--- src/rtl/imem_loader.sv ---
// Instruction-memory loader: synchronises the pad beat bus into clk_int and
// assembles MSB-first address/data beats into single-cycle imem writes.
//
// state | meaning
// IDLE  | waiting for load_en
// ADDR  | collecting address beats
// DATA  | collecting data beats
// WRITE | imem_write pulse cycle
module imem_loader #(
   parameter int D_WIDTH     = 8,
   parameter int ADDR_WIDTH  = 10,
   parameter int DATA_WIDTH  = 40,
   parameter int SYNC_STAGES = 2
) (
   input  logic                  clk_int,
   input  logic                  reset,
   input  logic                  load_en,
   input  logic                  auto_inc,
   input  logic                  pad_strobe,
   input  logic [D_WIDTH-1:0]    pad_data,
   output logic [ADDR_WIDTH-1:0] imem_write_adr,
   output logic [DATA_WIDTH-1:0] imem_in,
   output logic                  imem_write,
   output logic                  busy,
   output logic                  frame_err,
   output logic [ADDR_WIDTH:0]   write_count
);

   localparam int A_BEATS   = (ADDR_WIDTH + D_WIDTH - 1) / D_WIDTH;
   localparam int D_BEATS   = (DATA_WIDTH + D_WIDTH - 1) / D_WIDTH;
   localparam int MAX_BEATS = (A_BEATS > D_BEATS) ? A_BEATS : D_BEATS;
   localparam int CNT_W     = $clog2(MAX_BEATS + 1);
   localparam logic [CNT_W-1:0] A_LAST = CNT_W'(A_BEATS - 1);
   localparam logic [CNT_W-1:0] D_LAST = CNT_W'(D_BEATS - 1);

   typedef enum logic [1:0] {IDLE, ADDR, DATA, WRITE} state_t;

   state_t                  state;
   logic [CNT_W-1:0]        cnt;
   logic [ADDR_WIDTH-1:0]   addr_shreg;
   logic [ADDR_WIDTH-1:0]   adr_reg;
   logic [DATA_WIDTH-1:0]   data_shreg;

   logic [SYNC_STAGES-1:0]  load_sync;
   logic [SYNC_STAGES-1:0]  inc_sync;
   logic [SYNC_STAGES-1:0]  strobe_sync;
   logic [D_WIDTH-1:0]      data_sync [SYNC_STAGES];
   logic                    strobe_prev;
   logic                    load_prev;

   logic                    load_s;
   logic                    inc_s;
   logic                    load_rise;
   logic                    beat;
   logic [D_WIDTH-1:0]      beat_data;
   logic [ADDR_WIDTH-1:0]   addr_next;
   logic [DATA_WIDTH-1:0]   data_next;

   assign load_s    = load_sync[SYNC_STAGES-1];
   assign inc_s     = inc_sync[SYNC_STAGES-1];
   assign load_rise = load_s & ~load_prev;
   assign beat      = strobe_sync[SYNC_STAGES-1] & ~strobe_prev;
   assign beat_data = data_sync[SYNC_STAGES-1];

   // Concatenation equals (shreg << D_WIDTH) | data; the cast drops excess MSBs.
   assign addr_next = ADDR_WIDTH'({addr_shreg, beat_data});
   assign data_next = DATA_WIDTH'({data_shreg, beat_data});

   assign busy = ((state == ADDR) || (state == DATA)) && (cnt != '0);

   always_ff @(posedge clk_int) begin
      if (reset) begin
         load_sync   <= '0;
         inc_sync    <= '0;
         strobe_sync <= '0;
         for (int i = 0; i < SYNC_STAGES; i++) data_sync[i] <= '0;
         strobe_prev <= 1'b0;
         load_prev   <= 1'b0;
      end else begin
         load_sync   <= {load_sync[SYNC_STAGES-2:0], load_en};
         inc_sync    <= {inc_sync[SYNC_STAGES-2:0], auto_inc};
         strobe_sync <= {strobe_sync[SYNC_STAGES-2:0], pad_strobe};
         data_sync[0] <= pad_data;
         for (int i = 1; i < SYNC_STAGES; i++) data_sync[i] <= data_sync[i-1];
         strobe_prev <= strobe_sync[SYNC_STAGES-1];
         load_prev   <= load_s;
      end
   end

   always_ff @(posedge clk_int) begin
      if (reset) begin
         state          <= IDLE;
         cnt            <= '0;
         addr_shreg     <= '0;
         adr_reg        <= '0;
         data_shreg     <= '0;
         imem_write_adr <= '0;
         imem_in        <= '0;
         imem_write     <= 1'b0;
         frame_err      <= 1'b0;
         write_count    <= '0;
      end else begin
         imem_write <= 1'b0;
         if (load_rise) frame_err <= 1'b0;
         unique case (state)
            IDLE: begin
               cnt <= '0;
               if (load_s) state <= ADDR;
            end
            ADDR: begin
               if (!load_s) begin
                  state <= IDLE;
                  cnt   <= '0;
                  if (busy) frame_err <= 1'b1;
               end else if (beat) begin
                  addr_shreg <= addr_next;
                  if (cnt == A_LAST) begin
                     adr_reg <= addr_next;
                     cnt     <= '0;
                     state   <= DATA;
                  end else begin
                     cnt <= cnt + 1'b1;
                  end
               end
            end
            DATA: begin
               if (!load_s) begin
                  state <= IDLE;
                  cnt   <= '0;
                  if (busy) frame_err <= 1'b1;
               end else if (beat) begin
                  data_shreg <= data_next;
                  if (cnt == D_LAST) begin
                     // Outputs change only here so they hold stable between writes.
                     imem_in        <= data_next;
                     imem_write_adr <= adr_reg;
                     imem_write     <= 1'b1;
                     cnt            <= '0;
                     state          <= WRITE;
                  end else begin
                     cnt <= cnt + 1'b1;
                  end
               end
            end
            WRITE: begin
               if (~&write_count) write_count <= write_count + 1'b1;
               if (!load_s) begin
                  state <= IDLE;
               end else if (inc_s) begin
                  adr_reg <= adr_reg + 1'b1;
                  state   <= DATA;
               end else begin
                  state <= ADDR;
               end
            end
            default: state <= IDLE;
         endcase
      end
   end

endmodule

--- config.mk ---
export PLATFORM = sky130hd
export DESIGN_NAME = imem_loader
export DESIGN_NICKNAME = d
export VERILOG_FILES = /design/src/rtl/imem_loader.sv
export SDC_FILE = /design/constraint.sdc
export NUM_CORES = 1
export LEC_CHECK = 0
export BUFFER_PORTS_ARGS = -buffer_cell sky130_fd_sc_hd__buf_2
export CAP_MARGIN = 15
export CORE_ASPECT_RATIO = 0.7
export CORE_MARGIN = 2
export CORE_UTILIZATION = 55
export CTS_CLUSTER_SIZE = 16
export DETAILED_ROUTE_END_ITERATION = 10
export MAX_ROUTING_LAYER = met4
export PLACE_DENSITY = 0.77
export SYNTH_ARGS = -nofsm -noshare
export SYNTH_HDL_FRONTEND = slang
export SYNTH_SLANG_ARGS = --single-unit
--- constraint.sdc ---
create_clock -name clk_int -period 3 [get_ports clk_int]
set_input_delay 0.3 -clock clk_int [delete_from_list [all_inputs] [get_ports clk_int]]
set_output_delay 0.3 -clock clk_int [all_outputs]
set_load 0.005 [all_outputs]
* Yosys cells after proc, flatten, opt, wreduce, memory -nomap -nowiden *
Memories as Yosys holds them, arrays and structs flattened.
Index checks and enable logic that the tools add are counted.

cells by class
  add/subtract/negate cells = 3
  $mul = 0
  div/mod/pow operators = 0
  $lt $le $gt $ge = 0
  equal/unequal tests = 15
  shift-type cells = 0
  multiplexer cells = 33
  bitwise gates (word level) = 10
  reductions and logical operators = 16

operators by type and width
  cell                                                                     count
  10-bit two-way mux                                                       5
  10-bit one-hot mux with 2 select lines                                   1
  2-bit two-way mux                                                        9
  3-bit two-way mux                                                        6
  8-bit two-way mux                                                        2
  11-bit by 1-bit adder with 11-bit output, second input constant          1
  11-bit AND reduction                                                     1
  10-bit by 1-bit adder with 10-bit output, second input constant          1
  2-bit inequality test, second input constant                             5
  3-bit one-hot mux with 3 select lines                                    1
  3-bit AND reduction                                                      3
  1-bit two-way mux                                                        8
  2-bit one-hot mux with 4 select lines                                    1
  3-bit by 2-bit inequality test with 1-bit output, second input constant  2
  3-bit inequality test, second input constant                             2
  1-bit NOT                                                                6
  6-bit AND reduction                                                      1
  3-bit nonzero test                                                       2
  5-bit AND reduction                                                      1
  2-bit == test, second input constant                                     2
  4-bit AND reduction                                                      1
  4-bit OR reduction                                                       1
  3-bit by 1-bit adder with 3-bit output, second input constant            1
  3-bit by 1-bit == test with 1-bit output, second input constant          1
  11 further kinds                                                         13

word-level totals
  flip-flop bits (word level) = 120
  latch bits = 0
  bits in writable memories = 16
  ROM bits = 0
  input port bits = 13
  output and inout bits = 64
  word-level logic and storage cells = 93
  memories = 1

memory list
  name       words  bits a word  read ports  clocked after memory_dff  wr ports  RTL line  source
  data_sync  2      8            2           0                         2         47        logic [D_WIDTH-1:0] data_sync [SYNC_STAGES];

* Depth between registers and ports, before layout *
Gate-level depths: netlist of the first run.

  depth after elaboration = 6
  mapped depth = 9

* Worst setup path before layout of the first run *
OpenSTA, ideal clock, no wires.

  kind = register -> register
  from = register state[0]
  to = register imem_in[11]
  setup time = 132 ps
  data arrival time = 1,605 ps
  data required time = 2,868 ps
  setup slack = 1,262 ps
  stages on the path, launching flop included = 10
  buffers on the path = 3
  period minus slack after synthesis = 1,738 ps
  path through = dfxtp_1 -> inv_1 -> ha_1 -> and4b_1 -> buf_2 -> and3_1 -> buf_4 -> buf_6 -> nand2_1 -> a21oi_1

on the way
  cells in the longest elaborated chain, start to end = 2

RTL lines
  item                           RTL line  source
  from (decl)                    38        state_t state;
  from (signal assigned)         92        state <= IDLE;
  from (signal assigned)         108       if (load_s) state <= ADDR;
  from (signal assigned)         112       state <= IDLE;
  2-bit == test                  105       unique case (state)
  4-bit AND reduction (no line)  --
  to (signal assigned)           135       imem_in <= data_next;
  to (decl)                      22        output logic [DATA_WIDTH-1:0] imem_in,

Every way passes these cells.
A chain may end at the register's enable or synchronous reset.

* Final worst setup path of the first run *
  from = register state[0]
  to = register imem_in[23]

The elaborated chain is that of the path after synthesis.

==> metrics.md, run 1 <==
| Metric | Value |
|---|---|
| Synth Flop Type | dfxtp_1 |
| Status | complete, no violations |
| Compound-gate portion of the synthesized area | 16.9% |
| Synth Register Bits | 136 |
| Hold Fails Final Rpt | 0 |
| Fillers | around 760 |
| RSZ-0062 raised after global routing | false |
| Setup Fix Bufs, Post-CTS | 0 |
| Max reg flops | 40 |
| Rel. slew slack | a little under half |
| Crit path kind | flop to flop |
| Clock share of power | 49.2% |
| Starting Density | 57.3% |
| Area Growth Syn to Fin | 19.2% |
| H-tree levels | 4 |
| Top-area cell type share of the netlist area | 51.5% |
| Crit. End Element | flop |
| # DRC | 0 |
| Post-Synth Adder-Cell Area | 2.60% |
| I/O pin count | 77 |
| Final WL | 12,300 um |
| PD cells | 672 nW/um2 |
| CP required | between 3 and 4 ns |
| Initial antenna violation count | 0 |
| Worst-path clk slew | 0.06 ns |
| Sw frac | between 20% and 30% |
| Synth unique cells | 52 |
| Post-Synth XOR/XNOR Area | 0.497% |
| Drt wl/cell | 15.0 um |
| Clock root cell | clkbuf_16 |
| Clock Sinks | 136 |
| Final setup violation count | 0 |
| Most frequent cells in the layout | nand2_1, dfxtp_1, a21oi_1 |
| Detailed Place HPWL | 7870 um |
| PortBufs | 76 |
| Ratio of cells with drive above 1 in the final layout | roughly 18% |
| Static Leakage | 2.43 nW |
| Rows | 29 |
| Syn nets | 644 |
| Die area | about 10,000 um2 |
| Final Wtd Congestion | between 0.8 and 0.9 |
| Vias in the first global route | between 4,000 and 5,000 |
| Least-Margin Pin Slew | a little over 0.8 ns |
| Worst-path fanout max | 50 |
| DR vias/cell | 5.57 |
| Post-Syn Area per Cell | 8.52 um2 |
| Detail Route Antenna Nets | 0 |
| Int Power | 0.00328 W |
| First-pass GRT wire length | 20,000 um |
| GRT Total Usage | 25.1% |
| Die height | 86.0 um |
| Hold Crit Class | input pin to flop |
| Post-Synth Simple-Gate Area | between 20% and 30% |
| Startpoint Class | flop |
| Psw | around 0.00096 W |
| Largest net degree at the start of global routing | 81 |
| TNS Setup | 0 ns |
| Core ar. | ~9000 um2 |
| Hold WS | roughly 0.10 ns |
| Final nets | between 700 and 800 |
| Detailed Routing Iterations Pass 1 | 7 |
| Async set or reset register ratio after synthesis | 0% |
| Top register by number of flip-flops | imem_in |
| VDD IR max | approximately 0.00047 V |
| Post-synth EDFFs | 0 |
| Synth top area cells | dfxtp_1, nand2_1, a21oi_1, nor2b_1, ha_1 |
| Post-synth top area cell | dfxtp_1 |
| Clock Latency Late Sink | 0.41 ns |
| Final min period | 2.29 ns |
| Iteration-0 DRC Markers | 527 |
| Combinational Power Share | 6.3% |
| Period utilization | 76.3% |
| # diodes | 0 |
| Max_cap viols | 0 |
| Max Buffers Root-to-Sink | 2 |
| Sequential share of power | 44.5% |
| Final Skew | 0.00968 ns |
| Gate count of the mapped netlist | 620 |
| Slew Limit Fails | 0 |
| Post-Synthesis Cell Area | 5280 um2 |
| CTS tree | built |
| Commonest non-fill, non-tap cell in the layout | nand2_1 |
| Mux cell area share after synthesis | 1.61% |
| Gr ovfl total | 0 |
| Ys Warns | 0 |
| Die X | between 100 and 150 um |
| Hold_buf cts | 0 |
| Via Count | 4,569 |
| CP arrival | about 2.6 ns |
| Post-CTS Resized | 0 |
| Biggest regs | imem_in x40, data_shreg x32, data_sync x16 |
| Largest family of logic cells by synthesized area | simple AND/OR/NAND/NOR gates |
| Max frequency | 0.437 GHz |
| Sequential cell area fraction in the yosys report | 51.5% |
| CTS buffer count | 17 |
power groups by stage:
stage / Clock [W] / Combinational [W] / Sequential (W)
6_report: 0.00208 / 0.000267 / 0.00188
5_1_grt: 0.00220 / 0.000285 / 0.00188
4_1_cts: 0.00210 / 0.000258 / 0.00188
3_5_place_dp: 0 / 0.000258 / 0.00192
3_3_place_gp: 0 / 0.000249 / 0.00192
2_1_floorplan: 0 / 0.000197 / 0.00190
Yosys cell counts (4+ instances only):
library cell / number
nor2b_1: 30
nand3_1: 16
buf_6: 5
buf_2: 8
mux2_2: 4
o21ai_0: 5
dfxtp_1: 136
nand2_1: 171
a31oi_1: 7
a211oi_1: 5
o31ai_1: 7
a21oi_1: 97
inv_1: 8
ha_1: 11
nand4_1: 7
mux2i_1: 4
buf_1: 4
nor2_1: 18
clkbuf_1: 18
nand2b_1: 9
worst paths after layout:
path	start	end	slack, ns	cells after the start
hold reg to reg	data_sync[0][0]	data_sync[0][8]	0.43	1
hold / removal	auto_inc	inc_sync[0]	0.10	2
setup / recovery	state[0]	imem_in[23]	0.71	8
setup reg to reg	state[0]	imem_in[23]	0.71	8
cell families (layout without fill, tap and decap cells):
| logic type | Yosys count | in the layout |
|---|---|---|
| AND/OR/NAND/NOR | 268 | 268 |
| flip-flops | 136 | 136 |
| adder cells (fa/ha/maj) | 11 | 11 |
| XOR/XNOR | 3 | 3 |
| multiplexers | 8 | 8 |
| AO/OA/AOI/OAI | 148 | 148 |
| buffers and inverters | 46 | 123 |
critical path, cell delays in order (launching register included):
cell and delay, ns:
dfxtp_1 0.39, inv_1 0.15, ha_1 0.30, and4b_1 0.22, buf_4 0.24, nand3_2 0.12, buf_4 0.45, nand2_1 0.12
a21oi_1 0.19
area by class of cell:
type                       instances  area, um2  area share, %
inverter                           9       33.8          0.536
clock buffer                      27        553           8.78
multi-input combinational        438       2340           37.1
timing repair buffer              82        440           6.99
tap                              124        155           2.46
clock inverter                     5       56.3          0.894
sequential                       136       2720           43.2
stage by stage:
stage / util (%) / power, W / instances / worst slack (ns) / area (um2)
CTS: 68.4 / 0.00424 / 821 / 0.734 / 6300
floorplan: - / 0.00210 / 620 / 1.26 / 5280
global route: 68.4 / 0.00437 / 821 / 0.526 / 6300
global placement: 61.7 / 0.00217 / 789 / 0.915 / 5690
finish: 68.4 / 0.00423 / 821 / 0.711 / 6300
detailed placement: 61.7 / 0.00218 / 789 / 0.774 / 5690
per-layer routing:
layer | GRT usage [%] | wire [um]
met3 | 7.18 | 905
met4 | 8.99 | 193
met5 | - | 0
met2 | 36.6 | 5490
met1 | 33.3 | 5700
No activity file was read; power rests on OpenSTA's default activity.
==> run 2: changes to the inputs <==
--- a/config.mk
+++ b/config.mk
@@ -9,11 +9,11 @@
 export CAP_MARGIN = 15
 export CORE_ASPECT_RATIO = 0.7
 export CORE_MARGIN = 2
-export CORE_UTILIZATION = 55
+export CORE_UTILIZATION = 51
 export CTS_CLUSTER_SIZE = 16
 export DETAILED_ROUTE_END_ITERATION = 10
 export MAX_ROUTING_LAYER = met4
-export PLACE_DENSITY = 0.77
+export PLACE_DENSITY = 0.75
 export SYNTH_ARGS = -nofsm -noshare
 export SYNTH_HDL_FRONTEND = slang
 export SYNTH_SLANG_ARGS = --single-unit
==> constraint.sdc (replaced) <==
create_clock -name clk_int -period 2.1 [get_ports clk_int]
set_input_delay 0.21 -clock clk_int [delete_from_list [all_inputs] [get_ports clk_int]]
set_output_delay 0.21 -clock clk_int [all_outputs]
set_load 0.005 [all_outputs]
==> run 2 against run 1 <==
  * Clock skew grew 0.0028 ns
  * Final cell count grew 1.7%
  * Count of clock-buffer cells in the layout shrank 7
  * Setup slack lost 0.54 ns
  * Critical path depth shrank 3
  * Non-clock buffer count grew 6
  * Total power grew 45%
  * Critical path type is now flop to output port
==> metrics.md, run 2 (synthesis results as in run 1) <==
| Metric | Value |
|---|---|
| Psw | 0.00139 W (+45%) |
| Int Power | 0.00473 W (+45%) |
| Max frequency | 0.517 GHz |
| # diodes | 0 (unchanged) |
| Ratio of cells with drive above 1 in the final layout | 18.6% (+0.70 points) |
| Fillers | 861 (+13%) |
| Clock Sinks | 136 (unchanged) |
| Sw frac | 22.7% (+0.086 points) |
| Hold Fails Final Rpt | 0 (unchanged) |
| Detailed Place HPWL | 7720 um (-1.8%) |
| Worst-path fanout max | 5 (-90%) |
| Static Leakage | 2.46 nW (+1.2%) |
| Max Buffers Root-to-Sink | 2 (unchanged) |
| DR vias/cell | 5.39 (-3.2%) |
| H-tree levels | 4 (unchanged) |
| Iteration-0 DRC Markers | 381 (-28%) |
| Commonest non-fill, non-tap cell in the layout | nand2_1 |
| R2r endpoint | cnt[1] |
| Die height | 89.2 um (+3.7%) |
| Slowest stage delay, CP | 0.40 ns (-0.05 ns) |
| Clock root cell | clkbuf_16 |
| TNS Setup | 0 ns (unchanged) |
| CTS tree | built |
| Top register by number of flip-flops | imem_in |
| Reg2reg path depth | 6 (-2) |
| Final Skew | 0.0125 ns (+0.00284 ns) |
| Hold EP | data_sync[0][0] |
| Pre-CTS setup slack | 0.250 ns (-0.524 ns) |
| PortBufs | 76 (unchanged) |
| Most frequent cells in the layout | nand2_1, dfxtp_1, a21oi_1 |
| Rel. slew slack | 68.2% (+22 points) |
| Gr ovfl total | 0 (unchanged) |
| Biggest regs | imem_in x40, data_shreg x32, data_sync x16 |
| RSZ-0062 raised after global routing | false |
| CP max-delay cell | dfxtp_1 |
| Combinational Power Share | 6.4% (about the same) |
| Initial antenna violation count | 0 (unchanged) |
| Hold Crit Class | input pin to flop |
| # DRC | 0 (unchanged) |
| Post-route setup slack | 0.167 ns (-0.544 ns) |
| Vias in the first global route | 3,935 (-4.1%) |
| Clock Latency Late Sink | 0.42 ns (about the same) |
| Detailed Routing Iterations Pass 1 | 8 (+1) |
| I/O pin count | 77 (unchanged) |
| CP arrival | 1.72 ns (-0.89 ns) |
| PD cells | 957 nW/um2 (+43%) |
| Hold path depth | 2 (unchanged) |
| Status | complete, no violations |
| Hold WS | 0.0138 ns (-0.0863 ns) |
| Starting Density | 51.8% (-5.5 points) |
| First-pass GRT wire length | 19,000 um (-4.8%) |
| VDD IR max | 0.000635 V (+36%) |
| Final Wtd Congestion | 0.901 (+1.1%) |
| Via Count | 4,498 (-1.6%) |
| Die X | 126 um (+3.7%) |
| Final setup violation count | 0 (unchanged) |
| Largest net degree at the start of global routing | 52 (-36%) |
| CTS buffer count | 17 (unchanged) |
| CP required | 1.89 ns (-1.44 ns) |
| Crit. Startpoint | state[0] |
| R2r setup slk | 0.18 ns (-0.53 ns) |
| Crit. End Element | output port |
| Clock share of power | 49.7% (+0.5 points) |
| Sequential share of power | 43.9% (-0.6 points) |
| Crit path kind | flop to output port |
| Rows | 31 (+6.9%) |
| Area Growth Syn to Fin | 21.0% |
| Setup Fix Bufs, Post-CTS | 0 (unchanged) |
| Final min period | 1.93 ns |
| GRT Total Usage | 22.1% (-3.0 points) |
| Worst-path clk slew | 0.06 ns (about the same) |
| Worst r2r src | state[0] |
| Final nets | 714 (+0.85%) |
| Period utilization | 92.0% |
| HP Start | pad_data[0] |
| Max_cap viols | 0 (unchanged) |
| Core ar. | 10,200 um2 (+11%) |
| Detail Route Antenna Nets | 0 (unchanged) |
| CP Cell Sequence | inv_1 > buf_4 > ha_1 > a21boi_2 > buf_2 |
| Least-Margin Pin Slew | 0.475 ns (-0.334 ns) |
| Drt wl/cell | 14.1 um (-5.9%) |
| Die area | 11,200 um2 (+7.5%) |
| Final WL | 11,800 um (-4.3%) |
| Max reg flops | 40 (unchanged) |
| Startpoint Class | flop |
| Slew Limit Fails | 0 (unchanged) |
run 2: changes by cell type in the layout (fill, tap and decap cells not counted), moves of 2 or more:
cell           previous run  this run
buf_4                     6         8
clkinvlp_4                1         4
bufinv_16                 1         3
buf_12                    1         3
clkinv_2                  2         4
clkbuf_8                  9         3
dlygate4sd3_1             0         2
run 2: metrics by stage:
step	util (%)	instance area, um2	power [W]	cells
floorplan	-	5280	0.00300	620
global placement	56.4	5760	0.00310	801
detailed placement	56.4	5760	0.00312	801
CTS	62.7	6390	0.00614	835
global route	62.7	6390	0.00631	835
finish	62.7	6390	0.00612	835
run 2: worst max path at each step:
stage,endpoint,cells past startpoint
6_report,busy,5
5_1_grt,cnt[1],6
4_1_cts,busy,5
3_5_place_dp,cnt[1],6
3_3_place_gp,cnt[1],6
2_1_floorplan,imem_in[11],9
run 2: routing by layer:
metal	GRT usage (%)	wire length (um)	vias to the layer above
met5	-	0	-
met4	8.89	158	0
met3	5.15	695	18
met2	32.5	5140	136
met1	29.6	5760	2098
li1	-	-	2246
run 2: area by class of cell:
class / count / area (um2) / share of cell area [%]
Tap cell: 132 / 165 / 2.58
Clock inverter: 12 / 149 / 2.33
Clock buffer: 20 / 467 / 7.30
Timing Repair Buffer: 88 / 515 / 8.06
Inverter: 9 / 33.8 / 0.528
Sequential cell: 136 / 2720 / 42.6
Multi-Input combinational cell: 438 / 2340 / 36.6
run 2: power by group through the flow:
stage / logic, W / clock network [W] / registers, W
CTS: 0.000383 / 0.00307 / 0.00268
detailed placement: 0.000377 / 0 / 0.00274
finish: 0.000391 / 0.00304 / 0.00269
floorplan: 0.000282 / 0 / 0.00272
global route: 0.000433 / 0.00319 / 0.00269
global placement: 0.000361 / 0 / 0.00274
run 2: critical path: cells and delay by family (launching register included):
family,cells,cell delay [ns]
fa+ha+maj,1,0.32
flops,1,0.40
compound gates,1,0.21
buf+inv,3,0.38
run 2: timing repair:
item,CTS,global route
hold buffers,2,0
resized for setup,0,2
endpoints found under the setup margin,0,1
hold endpoints to repair,2,0
